==> src/rtl/load_store_unit.sv <==
// load_store_unit: byte/half/word load-store unit in front of a word-only
// memory. The memory has no byte enables, so sub-word stores are performed
// as a read-modify-write of the containing word.
// Build option: define MISALIGN_TRAP_EN to turn misaligned half/word
// accesses into errors; otherwise the ignored low address bits read as zero.
//
// Handshake: a request is accepted on a posedge where req_valid & req_ready;
// req_ready is high only in IDLE and all req_* fields are captured then.
// resp_valid is a one-cycle pulse with no back-pressure; resp_rdata and
// resp_err are meaningful only while it is high and read as 0 otherwise.
module load_store_unit #(
    parameter int MEM_WORDS = 256
) (
    input  logic        clk,
    input  logic        reset,
    input  logic        req_valid,
    output logic        req_ready,
    input  logic        req_we,
    input  logic [2:0]  req_f3,
    input  logic [31:0] req_addr,
    input  logic [31:0] req_wdata,
    output logic        resp_valid,
    output logic [31:0] resp_rdata,
    output logic        resp_err,
    output logic        mem_we,
    output logic [31:0] mem_addr,
    output logic [31:0] mem_wdata,
    input  logic [31:0] mem_rdata,
    output logic [2:0]  dbg_state
);

    typedef enum logic [2:0] {
        IDLE = 3'd0,
        RD   = 3'd1,
        DATA = 3'd2,
        WR   = 3'd3,
        RESP = 3'd4
    } state_t;

    localparam logic [30:0] MEM_LIMIT = 31'(MEM_WORDS);

    state_t      state_q, state_d;
    logic        we_q, we_d;
    logic [2:0]  f3_q, f3_d;
    logic [31:0] addr_q, addr_d;
    // Holds store data from acceptance, then the load result / merged word.
    logic [31:0] data_q, data_d;
    logic        err_q, err_d;

    logic        illegal_f3;
    logic        out_of_range;
    logic        misalign;
    logic        req_bad;
    logic [7:0]  byte_v;
    logic [15:0] half_v;
    logic [31:0] loaded;
    logic [31:0] merged;
    logic [31:0] word_addr;

    assign word_addr = {addr_q[31:2], 2'b00};
    assign dbg_state = state_q;

    // Classify the incoming request: legal funct3, in-range word, alignment.
    always_comb begin
        illegal_f3 = 1'b1;
        case (req_f3)
            3'b000, 3'b001, 3'b010: illegal_f3 = 1'b0;
            3'b100, 3'b101:         illegal_f3 = req_we;
            default:                illegal_f3 = 1'b1;
        endcase
        out_of_range = {1'b0, req_addr[31:2]} >= MEM_LIMIT;
`ifdef MISALIGN_TRAP_EN
        misalign = ((req_f3[1:0] == 2'b01) && req_addr[0]) ||
                   ((req_f3[1:0] == 2'b10) && (req_addr[1:0] != 2'b00));
`else
        misalign = 1'b0;
`endif
        req_bad = illegal_f3 | out_of_range | misalign;
    end

    // Load extraction from the read word, sign or zero extended by funct3.
    always_comb begin
        byte_v = mem_rdata[{addr_q[1:0], 3'b000} +: 8];
        half_v = mem_rdata[{addr_q[1], 4'b0000} +: 16];
        case (f3_q)
            3'b000:  loaded = {{24{byte_v[7]}}, byte_v};
            3'b001:  loaded = {{16{half_v[15]}}, half_v};
            3'b100:  loaded = {24'd0, byte_v};
            3'b101:  loaded = {16'd0, half_v};
            default: loaded = mem_rdata;
        endcase
    end

    // Store merge: replace only the addressed byte or half of the read word.
    always_comb begin
        merged = mem_rdata;
        if (f3_q[1:0] == 2'b00) begin
            merged[{addr_q[1:0], 3'b000} +: 8] = data_q[7:0];
        end else begin
            merged[{addr_q[1], 4'b0000} +: 16] = data_q[15:0];
        end
    end

    // Next-state and output decode; outputs depend on state only.
    always_comb begin
        state_d    = state_q;
        we_d       = we_q;
        f3_d       = f3_q;
        addr_d     = addr_q;
        data_d     = data_q;
        err_d      = err_q;
        req_ready  = 1'b0;
        resp_valid = 1'b0;
        resp_rdata = 32'd0;
        resp_err   = 1'b0;
        mem_we     = 1'b0;
        mem_addr   = 32'd0;
        mem_wdata  = 32'd0;
        case (state_q)
            IDLE: begin
                req_ready = 1'b1;
                if (req_valid) begin
                    we_d   = req_we;
                    f3_d   = req_f3;
                    addr_d = req_addr;
                    data_d = req_wdata;
                    err_d  = req_bad;
                    if (req_bad) begin
                        data_d  = 32'd0;
                        state_d = RESP;
                    end else if (req_we && (req_f3 == 3'b010)) begin
                        state_d = WR;
                    end else begin
                        state_d = RD;
                    end
                end
            end
            RD: begin
                mem_addr = word_addr;
                state_d  = DATA;
            end
            DATA: begin
                if (we_q) begin
                    data_d  = merged;
                    state_d = WR;
                end else begin
                    data_d  = loaded;
                    state_d = RESP;
                end
            end
            WR: begin
                mem_we    = 1'b1;
                mem_addr  = word_addr;
                mem_wdata = data_q;
                data_d    = 32'd0;
                state_d   = RESP;
            end
            RESP: begin
                resp_valid = 1'b1;
                resp_rdata = data_q;
                resp_err   = err_q;
                state_d    = IDLE;
            end
            default: state_d = IDLE;
        endcase
    end

    // State and request registers; reset aborts any access in flight.
    always_ff @(posedge clk) begin
        if (reset) begin
            state_q <= IDLE;
            we_q    <= 1'b0;
            f3_q    <= 3'd0;
            addr_q  <= 32'd0;
            data_q  <= 32'd0;
            err_q   <= 1'b0;
        end else begin
            state_q <= state_d;
            we_q    <= we_d;
            f3_q    <= f3_d;
            addr_q  <= addr_d;
            data_q  <= data_d;
            err_q   <= err_d;
        end
    end

endmodule

==> config.mk <==
export PLATFORM = sky130hd
export DESIGN_NAME = load_store_unit
export DESIGN_NICKNAME = d
export VERILOG_FILES = /design/src/rtl/load_store_unit.sv
export SDC_FILE = /design/constraint.sdc
export NUM_CORES = 1
export LEC_CHECK = 0
export ABC_AREA = 1
export CAP_MARGIN = 20
export CELL_PAD_IN_SITES_DETAIL_PLACEMENT = 1
export CELL_PAD_IN_SITES_GLOBAL_PLACEMENT = 2
export CORE_MARGIN = 2
export CORE_UTILIZATION = 22
export DETAILED_ROUTE_END_ITERATION = 10
export GPL_ROUTABILITY_DRIVEN = 0
export PLACE_DENSITY = 0.87
export RECOVER_POWER = 25
export SYNTH_ARGS = -nofsm -noshare
export SYNTH_HDL_FRONTEND = slang
export SYNTH_SLANG_ARGS = --single-unit
==> constraint.sdc <==
create_clock -name clk -period 3.15 [get_ports clk]
set_clock_uncertainty 0.2 [all_clocks]
set_input_delay 0.315 -clock clk [delete_from_list [all_inputs] [get_ports clk]]
set_output_delay 0.315 -clock clk [all_outputs]
set_load 0.01 [all_outputs]
==> results of run 1 <==
==> power by group <==
part           switching (mW)  internal (mW)  leakage [nW]
Clock                   0.464          0.622         0.147
Sequential             0.0149          0.953         0.590
Combinational           0.442          0.275          2.28
Total                   0.921           1.85          3.02
==> cell families (layout without fill, tap and decap cells) <==
kind of cell / Yosys count / count (layout)
simple gates: 518 / 518
compound gates: 227 / 227
buf+inv: 175 / 352
flops: 72 / 72
fa+ha+maj: 5 / 5
other cells: 1 / 5
==> tightest hold or removal path, cell delays in order (launching register included) <==
cell     delay, ns
dfxtp_1       0.30
inv_1         0.06
a21oi_1       0.05
==> cell type report <==
cell class	count	area, µm²	area share
antenna	3	7.51	0.000913
timing repair buffer	229	2250	0.274
clock buffer	9	225	0.0274
sequential	72	1440	0.175
tap	330	413	0.0502
clock inverter	7	77.6	0.00943
multi-input combinational	752	3400	0.414
inverter	107	402	0.0488
==> through the flow <==
step                      std cells  power (mW)   util  hold WS [ns]
after global placement         1489        1.70  0.315         0.238
after global routing           1506        2.94  0.328         0.278
after detailed placement       1489        1.71  0.315         0.245
final                          1509        2.77  0.328         0.254
after floorplan                 999        1.41      -         0.230
after CTS                      1505        2.81  0.328         0.255
==> final timing paths <==
kind,to,cells after the start
worst max-delay path,resp_rdata[7],5
worst min-delay path,addr_q[30],2
worst max register to register,f3_q[1],7
worst min register to register,addr_q[30],2
==> routing by layer <==
layer	global-route usage	wire, µm	up-vias
met5	0	0	-
met4	0.0523	380	0
met3	0.0465	1500	21
met2	0.319	11800	171
met1	0.231	11000	3308
li1	-	-	3552
==> layout by cell type, fill, tap and decap left out, types with 7 or more instances in the layout <==
cell / n
a21oi_1: 97
buf_4: 22
nor2_1: 244
nand4_1: 7
inv_1: 101
o21ai_0: 82
clkbuf_16: 9
nand2_1: 181
o211ai_1: 42
nand3_1: 76
clkdlybuf4s50_1: 198
dfxtp_1: 71
==> registers in the layout, indices dropped and copies added, names as in the netlist <==
name	flops
dbg_state	3
data_q	32
err_q	1
f3_q	3
we_q	1
addr_q	32
==> summary.txt, run 1 <==
Yosys
  • Top-count cell post-synth: nor2_1
  • YS warnings: 0
  • Register area share after synthesis: 0.258
  • Share of the synthesized area in the top cell type: 0.258
  • XOR/XNOR Fraction of Synth Area: 0
  • Mapped cell area: 5580 µm²
  • Post-synth EDFFs: 0
  • Simple-Gate Fraction of Synth Area: 0.374
  • Mux cell area share after synthesis: 0
  • #FFs+latches synth: 72
  • Most common flop cell mapped by yosys: dfxtp_1
  • Top post-synthesis cells by area: dfxtp_1 26%, nor2_1 16%, nand2_1 12%
  • Synth area leader: dfxtp_1
  • Cells after Synth: 998
  • Complex-gate fraction of the synthesized area: 0.224
  • Adder-Cell Fraction of Synth Area: 0.0112
  • Syn Area/Cell: 5.59 µm²
  • Top cells by count, synth: 243 x nor2_1, 181 x nand2_1, 101 x inv_1
  • Unique masters post-synth: 26
  • Fraction of registers with async set/reset: 0
  • Largest family of logic cells by synthesized area: simple AND/OR/NAND/NOR gates

Critical path
  • Buffers & Inverters on Critical Path: 3
  • Worst flop-to-flop path startpoint: dbg_state[2]
  • Startpoint types: flip-flop
  • CP required: 2.63 ns
  • Crit Path Class: reg2out
  • Slowest cell on crit path: clkdlybuf4s50_1
  • Crit-path max FO: 25
  • Crit path arrival time: 2.25 ns
  • Max stage delay on crit path: 0.58 ns
  • Flop2flop setup slack: 0.54 ns
  • Dominant delay contributor by cell family on the critical path: buffers and inverters
  • CP startpoint: dbg_state[1]
  • Worst-path cell chain: nor3_1 -> inv_1 -> buf_4 -> nor2_1 -> clkdlybuf4s50_1
  • Worst setup EP type: output pin

Floorplanning
  • Row Count: 58
  • Core area: 25000 µm²
  • Area of the die: 26700 µm²
  • Initial Util: 0.223
  • Die Ht: 163 µm
  • Die W: 163 µm
  • I/O Pins: 206

Clock tree
  • Clk slew on worst S/H paths: 0.07 ns
  • Worst-Skew Late Latency: 0.35 ns
  • Clk root buf: clkbuf_16
  • Post-CTS Setup Repair Bufs: 0
  • Bufs on Longest Clock Path: 2
  • Htree depth: 3
  • CTS buffer count: 9
  • CTS tree: built
  • CTS resizes: 0
  • Cts hold-fix bufs: 0
  • Clock Sinks: 72

Pwr
  • Pleak: 3.02 nW
  • Max VDD drop: 0.000235 V
  • Power Dens Cells: 337 nW/µm²

Finish
  • Fillers: 3263
  • Nets: 1279
  • Layout cells sized above 1: 0.0468
  • Layout area overhead: 47.4%
  • Final instance area: 8220 µm²

STA
  • Relative slew slack: 0.457
  • Final slew viol count: 0
  • Slew @ Worst Pin: 0.815 ns
  • Final Setup Violations: 0
  • Hold Violations, Final: 0
  • Final worst setup slack: 0.389 ns
  • Final period util: 0.876
  • Final min period: 2.76 ns
  • Max Fclk: 0.362 GHz
  • RSZ-0062 raised after global routing: false
  • Setup TNS: 0 ns

Detailed routing
  • Final WL: 24.7 mm
  • Via density: 4.67
  • Antenna Nets Post-Route: 0
  • DR iter-0 viols: 375
  • Via count: 7052
  • Initial DRT Pass Iterations: 4
  • Routed wire per std cell: 16.3 µm
  • DRC Markers: 0

GRT
  • Tot GR Track Use: 0.186
  • Vias in the first global route: 7147
  • Total grt overflow: 0
  • First-pass GRT wire length: 39.1 mm
  • Initial antenna violation count: 0
  • Largest net degree at the start of global routing: 80

Placement
  • DP HPWL: 18.4 mm
  • Dpl ws: 0.619 ns
  • Placed Area: 7900 µm²
  • Number of port buffers: 203

Worst hold path
  • Worst hold path type: reg2reg
  • Hold Crit Start: addr_q[30]

Flow run
  • Maxcap violations: 0

Status
  • Run status: completed
No activity file was read; power rests on OpenSTA's default activity.
==> run 2: changes to the inputs <==
--- a/config.mk
+++ b/config.mk
@@ -11,6 +11,7 @@
 export CELL_PAD_IN_SITES_GLOBAL_PLACEMENT = 2
 export CORE_MARGIN = 2
 export CORE_UTILIZATION = 22
+export CTS_BUF_LIST = sky130_fd_sc_hd__clkbuf_16
 export DETAILED_ROUTE_END_ITERATION = 10
 export GPL_ROUTABILITY_DRIVEN = 0
 export PLACE_DENSITY = 0.87
==> results of run 2 <==
The final DEF is identical to that of run 1; final timing and power are the same.
==> run 3: changes to the inputs <==
--- a/config.mk
+++ b/config.mk
@@ -9,13 +9,14 @@
 export CAP_MARGIN = 20
 export CELL_PAD_IN_SITES_DETAIL_PLACEMENT = 1
 export CELL_PAD_IN_SITES_GLOBAL_PLACEMENT = 2
-export CORE_MARGIN = 2
+export CORE_MARGIN = 1.5
 export CORE_UTILIZATION = 22
 export CTS_BUF_LIST = sky130_fd_sc_hd__clkbuf_16
 export DETAILED_ROUTE_END_ITERATION = 10
 export GPL_ROUTABILITY_DRIVEN = 0
 export PLACE_DENSITY = 0.87
 export RECOVER_POWER = 25
+export SETUP_SLACK_MARGIN = 0.3
 export SYNTH_ARGS = -nofsm -noshare
 export SYNTH_HDL_FRONTEND = slang
 export SYNTH_SLANG_ARGS = --single-unit
==> summary.txt, run 3 (synthesis gave the netlist of run 1 again) <==
Status
  • Run status: completed

Finish
  • Fillers: 3294
  • Nets: 1279
  • Commonest non-fill, non-tap cells in the layout: 245 x nor2_1, 199 x clkdlybuf4s50_1, 181 x nand2_1
  • Top flop regs: addr_q: 32 flops, data_q: 32 flops
  • Layout area overhead: 47.2%
  • Commonest non-fill, non-tap cell in the layout: nor2_1
  • Layout cells sized above 1: 0.0468
  • Final std cells w/o fill: 1507

Detailed routing
  • Initial DRT Pass Iterations: 5
  • DRC Markers: 0
  • Via density: 4.67
  • Final WL: 24.6 mm
  • Antenna Nets Post-Route: 0
  • Routed wire per std cell: 16.3 µm
  • Via count: 7040
  • DR iter-0 viols: 428

Clock tree
  • Htree depth: 3
  • Cts hold-fix bufs: 0
  • CTS buffer count: 9
  • Bufs on Longest Clock Path: 2
  • CTS tree: built
  • Clock Sinks: 72
  • Clk slew on worst S/H paths: 0.07 ns
  • Clk root buf: clkbuf_16
  • Worst-Skew Late Latency: 0.36 ns

Critical path
  • CP required: 2.63 ns
  • Worst setup EP type: output pin
  • Dominant delay contributor by cell family on the critical path: buffers and inverters
  • Startpoint types: flip-flop
  • Crit-path max FO: 34
  • Crit path arrival time: 2.20 ns
  • Worst flop-to-flop path startpoint: dbg_state[2]
  • Buffers & Inverters on Critical Path: 3
  • Worst-path cell chain: inv_1 -> nor2_2 -> nand2_2 -> buf_4 -> nor2_1 -> clkdlybuf4s50_1
  • Max stage delay on crit path: 0.60 ns
  • Slowest cell on crit path: clkdlybuf4s50_1
  • Crit Path Class: reg2out
  • CP startpoint: dbg_state[0]

Floorplanning
  • Row Count: 58
  • Die Ht: 162 µm
  • Core area: 25000 µm²
  • Die W: 162 µm
  • I/O Pins: 206
  • Initial Util: 0.223
  • Area of the die: 26300 µm²

STA
  • Hold Violations, Final: 0
  • Setup TNS: 0 ns
  • Max Fclk: 0.368 GHz
  • RSZ-0062 raised after global routing: true
  • Relative slew slack: 0.288
  • Final min period: 2.72 ns
  • Slew @ Worst Pin: 1.07 ns
  • Hold_ws: 0.252 ns
  • Final slew viol count: 0
  • Final period util: 0.863
  • Final Setup Violations: 0

Placement
  • DP Cell Count: 1487
  • DP HPWL: 18.1 mm
  • Number of port buffers: 203

GRT
  • Vias in the first global route: 6829
  • Initial antenna violation count: 1
  • Total grt overflow: 0
  • First-pass GRT wire length: 38.0 mm
  • Tot GR Track Use: 0.184
  • Largest net degree at the start of global routing: 72

Worst hold path
  • Hold Crit Start: addr_q[24]
  • Worst hold path type: reg2reg

Pwr
  • Power Dens Cells: 343 nW/µm²
  • Pleak: 3.01 nW
  • Max VDD drop: 0.000215 V

Flow run
  • Maxcap violations: 0
[run 3: power breakdown]
part / switching (mW) / total (mW) / internal (mW)
sequential: 0.0145 / 0.967 / 0.952
combinational: 0.443 / 0.714 / 0.271
clock: 0.505 / 1.14 / 0.633
[run 3: layout make-up]
cell class / instances / area [µm²] / share of cell area
antenna: 1 / 2.50 / 0.000305
clock buffer: 9 / 225 / 0.0274
clock inverter: 7 / 86.3 / 0.0105
inverter: 107 / 405 / 0.0494
multi-input combinational: 752 / 3410 / 0.415
sequential: 72 / 1440 / 0.176
tap: 330 / 413 / 0.0503
timing repair buffer: 228 / 2230 / 0.271
timing repair inverter: 1 / 7.51 / 0.000914
[run 3: worst min-delay path: cells and delay by family (launching register included)]
family	cells	cell delay, ns
flip-flops	1	0.30
buffers and inverters	1	0.06
AO/OA/AOI/OAI	1	0.05
[run 3: metal layers]
layer  part of all wire  track usage  routed length (µm)
met4              0.017       0.0517                 416
met1               0.45        0.231               11100
met2               0.47        0.310               11600
met3              0.062       0.0478                1520
met5                  0            0                   0
[run 3: stage by stage]
| stage | setup slack, ns | power, mW | area [µm²] | utilization |
|---|---|---|---|---|
| detailed placement | 0.687 | 1.71 | 7880 | 0.315 |
| global route | 0.316 | 2.98 | 8210 | 0.328 |
| finish | 0.433 | 2.82 | 8210 | 0.328 |
| CTS | 0.331 | 2.86 | 8200 | 0.327 |
| global placement | 0.727 | 1.70 | 7880 | 0.315 |
| floorplan | 0.918 | 1.41 | 5580 | - |
[run 3: timing repair]
item                                    4_1_cts  5_1_grt
endpoints found under the setup margin        1       28
gates resized for setup                       1        5
setup buffers                                 0        2
hold endpoints to repair                      0        0
gates cloned                                  0        1
[run 3: worst paths after layout]
check	depth (start not counted)	slack (ns)	endpoint
setup / recovery	6	0.43	mem_wdata[7]
hold / removal	2	0.25	addr_q[24]
setup reg to reg	9	0.57	data_q[7]
hold reg to reg	2	0.25	addr_q[24]
